File: config.mk
export PLATFORM = sky130hd
export DESIGN_NAME = zellers_congruence_core
export DESIGN_NICKNAME = d
export VERILOG_FILES = /design/src/rtl/zellers_congruence_core.sv
export SDC_FILE = /design/constraint.sdc
export NUM_CORES = 1
export LEC_CHECK = 0
export ABC_AREA = 0
export BUFFER_PORTS_ARGS = -buffer_cell sky130_fd_sc_hd__buf_4
export CAP_MARGIN = 20
export CELL_PAD_IN_SITES_DETAIL_PLACEMENT = 1
export CELL_PAD_IN_SITES_GLOBAL_PLACEMENT = 1
export CORE_ASPECT_RATIO = 0.5
export CORE_MARGIN = 2
export CORE_UTILIZATION = 47
export CTS_BUF_LIST = sky130_fd_sc_hd__clkbuf_16
export DETAILED_ROUTE_END_ITERATION = 12
export HOLD_SLACK_MARGIN = 0.1
export PLACE_DENSITY_LB_ADDON = 0.1
export SYNTH_ARGS = -nofsm -noshare
export SYNTH_HDL_FRONTEND = slang
export SYNTH_SLANG_ARGS = --single-unit
File: constraint.sdc
create_clock -name clk -period 7.6 [get_ports clk]
set_input_delay 0.76 -clock clk [delete_from_list [all_inputs] [get_ports clk]]
set_output_delay 0.76 -clock clk [all_outputs]
set_load 0.01 [all_outputs]
File: src/rtl/zellers_congruence_core.sv
// zellers_congruence_core: 2-stage pipelined BCD date -> Zeller weekday (0=Sat..6=Fri, 7=invalid).
// Define ZC_DATE_VALID_EN to also reject days beyond the month length (leap when YY%4==0).
module zellers_congruence_core #(
  parameter int CENTURY = 20
) (
  input  logic       clk,
  input  logic       rst_n,
  input  logic [7:0] year,
  input  logic [7:0] month,
  input  logic [7:0] day,
  output logic [2:0] day_of_week,
  output logic       date_err
);
  localparam logic [9:0] J_CUR = 10'(CENTURY / 4 + 5 * CENTURY);
  localparam logic [9:0] J_PRV = 10'((CENTURY - 1) / 4 + 5 * (CENTURY - 1));

  function automatic logic [6:0] bcd2bin(input logic [7:0] b);
    return {3'd0, b[7:4]} * 7'd10 + {3'd0, b[3:0]};
  endfunction

  // 8 == 1 (mod 7), so summing octal digits preserves the residue
  function automatic logic [2:0] mod7(input logic [9:0] a);
    logic [4:0] s;
    logic [3:0] t;
    s = {4'd0, a[9]} + {2'd0, a[8:6]} + {2'd0, a[5:3]} + {2'd0, a[2:0]};
    t = {2'd0, s[4:3]} + {1'd0, s[2:0]};
    return (t >= 4'd7) ? 3'(t - 4'd7) : t[2:0];
  endfunction

  logic [6:0] y_bin, m_bin, d_bin;
  logic       nib_ok, early, valid;
  logic [4:0] q_d, q_q;
  logic [3:0] m_d, m_q;
  logic [6:0] k_d, k_q;
  logic       jp_d, jp_q, err1_d, err1_q;
  logic [5:0] f;
  logic [9:0] sum;
  logic [2:0] dow_d, dow_q;
  logic       err2_d, err2_q;
`ifdef ZC_DATE_VALID_EN
  logic [6:0] dim;
`endif

  always_comb begin
    y_bin  = bcd2bin(year);
    m_bin  = bcd2bin(month);
    d_bin  = bcd2bin(day);
    nib_ok = year[7:4] <= 4'd9 && year[3:0] <= 4'd9 && month[7:4] <= 4'd9 &&
             month[3:0] <= 4'd9 && day[7:4] <= 4'd9 && day[3:0] <= 4'd9;
    valid  = nib_ok && m_bin >= 7'd1 && m_bin <= 7'd12 && d_bin >= 7'd1 && d_bin <= 7'd31;
`ifdef ZC_DATE_VALID_EN
    dim    = (m_bin == 7'd2) ? ((y_bin[1:0] == 2'd0) ? 7'd29 : 7'd28) :
             (m_bin == 7'd4 || m_bin == 7'd6 || m_bin == 7'd9 || m_bin == 7'd11) ? 7'd30 : 7'd31;
    valid  = valid && d_bin <= dim;
`endif
    early  = m_bin <= 7'd2;
    m_d    = early ? m_bin[3:0] + 4'd12 : m_bin[3:0];
    k_d    = !early ? y_bin : (y_bin == 7'd0) ? 7'd99 : y_bin - 7'd1;
    jp_d   = early && y_bin == 7'd0;
    q_d    = d_bin[4:0];
    err1_d = !valid;
  end

  // floor(13*(m+1)/5) for the shifted month 3..14
  always_comb begin
    case (m_q)
      4'd3:    f = 6'd10;
      4'd4:    f = 6'd13;
      4'd5:    f = 6'd15;
      4'd6:    f = 6'd18;
      4'd7:    f = 6'd20;
      4'd8:    f = 6'd23;
      4'd9:    f = 6'd26;
      4'd10:   f = 6'd28;
      4'd11:   f = 6'd31;
      4'd12:   f = 6'd33;
      4'd13:   f = 6'd36;
      4'd14:   f = 6'd39;
      default: f = 6'd0;
    endcase
  end

  always_comb begin
    sum    = {5'd0, q_q} + {4'd0, f} + {3'd0, k_q} + {5'd0, k_q[6:2]} + (jp_q ? J_PRV : J_CUR);
    dow_d  = err1_q ? 3'd7 : mod7(sum);
    err2_d = err1_q;
  end

  always_ff @(posedge clk or negedge rst_n) begin
    if (!rst_n) begin
      q_q    <= '0;
      m_q    <= '0;
      k_q    <= '0;
      jp_q   <= 1'b0;
      err1_q <= 1'b0;
      dow_q  <= '0;
      err2_q <= 1'b0;
    end else begin
      q_q    <= q_d;
      m_q    <= m_d;
      k_q    <= k_d;
      jp_q   <= jp_d;
      err1_q <= err1_d;
      dow_q  <= dow_d;
      err2_q <= err2_d;
    end
  end

  assign day_of_week = dow_q;
  assign date_err    = err2_q;
endmodule

==> impl_results.md <==
- Final HPWL DP: 5470 microns
- Critical path class: reg2reg
- Clock sink total: 22
- GRT Total Usage: roughly a fifth
- Number of global-route vias before repair: 2364
- Critical path arrival: about 7 ns
- Max cap viols: 0
- Syn avg cell area: 9.416 sq um
- Crit Reg-Reg Startpoint: m_q[0]$_DFF_PN0_
- Slew Viols, Final: 0
- Tmin final: 7.053 ns
- First-pass GRT wire length: 10890 microns
- Slew HR: 75.02%
- H-tree levels: 1
- Fin Clk Skew: roughly 0.00096 ns
- Nets: 426
- Clock latency on the worst-skew pair: around 0.25 ns
- CP endpoint kind: flop
- Part of the cycle the worst path needs: between 90% and 100%
- Post-Synthesis Cells: 297
- HP Class: in2async
- Setup TNS: 0 ns
- Most common cell in the netlist: ha_1
- Core area: ~5600 sq um
- Fraction of registers with async set/reset: 100.0%
- Crit-path max cell delay: 0.49 ns
- Detailed Route Iter0 Violations: 67
- DP Worst Slack: about 0.35 ns
- DR pass1 iterations: 4
- Die ar.: between 6000 and 7000 sq um
- Top FF cell, synth: dfrtp_1
- Worst Setup SP: m_q[0]$_DFF_PN0_
- Most area-hungry cell type in the Yosys netlist: ha_1
- Final wirelength: a little over 6000 microns
- Total gr overflow: 0
- IO Count: 30
- Number of diodes: 0
- CTS Buf Count: 3
- Status: completed
- Drc violations: 0
- Starting Density: 49.84%
- Die Ht: about 60 microns
- Final Hold Vio Count: 0
- Sequential fraction of the synthesis area: ~20%
- Share of the synthesized area in the top cell type: 22.82%
- RSZ-0062 raised after global routing: false
- Cells after DPL: just under 400
- Crit start category: flop
- Vias post-DR: ~2100
- Post-synth top cells: 51 x ha_1, 48 x inv_1, 22 x dfrtp_1, 22 x fa_1, 21 x o21ai_0
- Mapped Area: roughly 2800 sq um
- Count of cell types in the netlist: 47
- Share of cells above drive strength 1: between 10% and 20%
- Max Fanout on Critical Path: 4
- Setup ws final: between 0.5 and 0.6 ns
- Yosys reg bits: 22
- Clock slew at reported path FFs: 0.06 ns
- Largest net degree at the start of global routing: 23
- Die width: 113.1 microns
- Initial antenna violation count: 0
- Number of cell rows: 19
- Critical path's slowest cell: fa_1
- YS warnings: 0
- Slew @ Worst Pin: roughly 0.37 ns
- Via-per-instance ratio: about 5.3
- Clock root buffer: clkbuf_16
- F_max: approximately 140 MHz
- Post-CTS Setup Bufs: 0
- Maximum root-to-sink buffer count: 2
- Req. time, crit path: around 7.7 ns
- Post-DR wirelength/cell: 15.37 microns
- CTS tree: done
- Largest cells by area after synthesis: ha_1 23%, dfrtp_1 20%, fa_1 16%, inv_1 6.4%, o21ai_0 3.8%
- Synth Net Count: 396
- EDFF count, synth: 0
- Port bufs: 29
- ANT nets after route: 0
- Area growth from synthesis to layout: 13.06%
- Final setup viols: 0
- Layout Cells excl Fill: about 400
- Placer congestion estimate: ~0.79
[cell type report]
type | count | area [sq um]
fill | 674 | 2449
inverter | 48 | 180.2
multi-input combinational | 223 | 2042
clock buffer | 3 | 75.07
sequential | 22 | 551.8
tap | 73 | 91.34
timing repair buffer | 29 | 217.7
clock inverter | 1 | 3.754
[layer usage]
layer,global-route usage [%],share of wire (%),vias up
met3,2.060,2.2,4
li1,-,-,1064
met1,26.04,47,1014
met5,0,0,-
met2,39.52,50,28
met4,4.530,0.80,0
[placed cells by master (no fill, tap or decap), drive strengths merged, types with 5 or more instances in the layout]
cell,synthesis,final
a21oi,14,14
fa,22,22
nor2,14,14
xor2,8,8
nand2b,7,7
buf,2,29
nand2,13,13
inv,48,48
a21o,6,6
ha,51,51
nand3,5,5
o21ai,22,22
xnor2,11,11
dfrtp,22,22
[path summary, 6_finish.rpt]
| check | endpoint | slack (ns) | cells past startpoint |
|---|---|---|---|
| max | day_of_week[1]$_DFF_PN0_ | 0.55 | 32 |
| min | day_of_week[1]$_DFF_PN0_ | 0.39 | 1 |
| max reg2reg | day_of_week[1]$_DFF_PN0_ | 0.55 | 32 |
| min reg2reg | date_err$_DFF_PN0_ | 0.47 | 0 |
| max in group asynchronous | m_q[1]$_DFF_PN0_ | 6.98 | 1 |
| min in group clk | date_err$_DFF_PN0_ | 0.47 | 0 |
[critical path, delay by kind of cell, from the launching register on]
kind                     cells  cell delay [ns]
AO/OA/AOI/OAI                9             1.66
adder cells (fa/ha/maj)     10             3.56
buffers and inverters        6             0.48
flip-flops                   1             0.41
multiplexers                 1             0.27
AND/OR/NAND/NOR              6             0.55
[repair_timing]
action	CTS	global route
setup endpoints to repair	0	2
hold buffers	0	0
resized for setup	0	3
endpoints found under the hold margin	0	0
[registers in the layout, summed over array words and instances, names as in the netlist]
name	count
day_of_week	3
err1_q	1
k_q	7
m_q	4
jp_q	1
q_q	5
date_err	1
[per-stage QoR]
stage	util, %	instance area, sq um	hold slack (ns)
after global routing	56.36	3162	0.3988
after global placement	54.93	3082	0.4310
after CTS	56.33	3161	0.3934
after floorplan	-	2796	0.3881
final	56.36	3162	0.3866
after detailed placement	54.93	3082	0.4523
[cell families (layout without fill, tap and decap cells)]
kind of cell	count (synthesis)	in the layout	synth area share, %
xor+xnor	19	19	5.951
simple gates	65	65	12.84
compound gates	62	62	14.09
buf+inv	52	81	7.293
fa+ha+maj	73	73	38.57
mux	4	4	1.566
flops	22	22	19.69
Power is not shown: default switching activity piles up to over one toggle a cycle in this logic, so the estimate is an artifact.
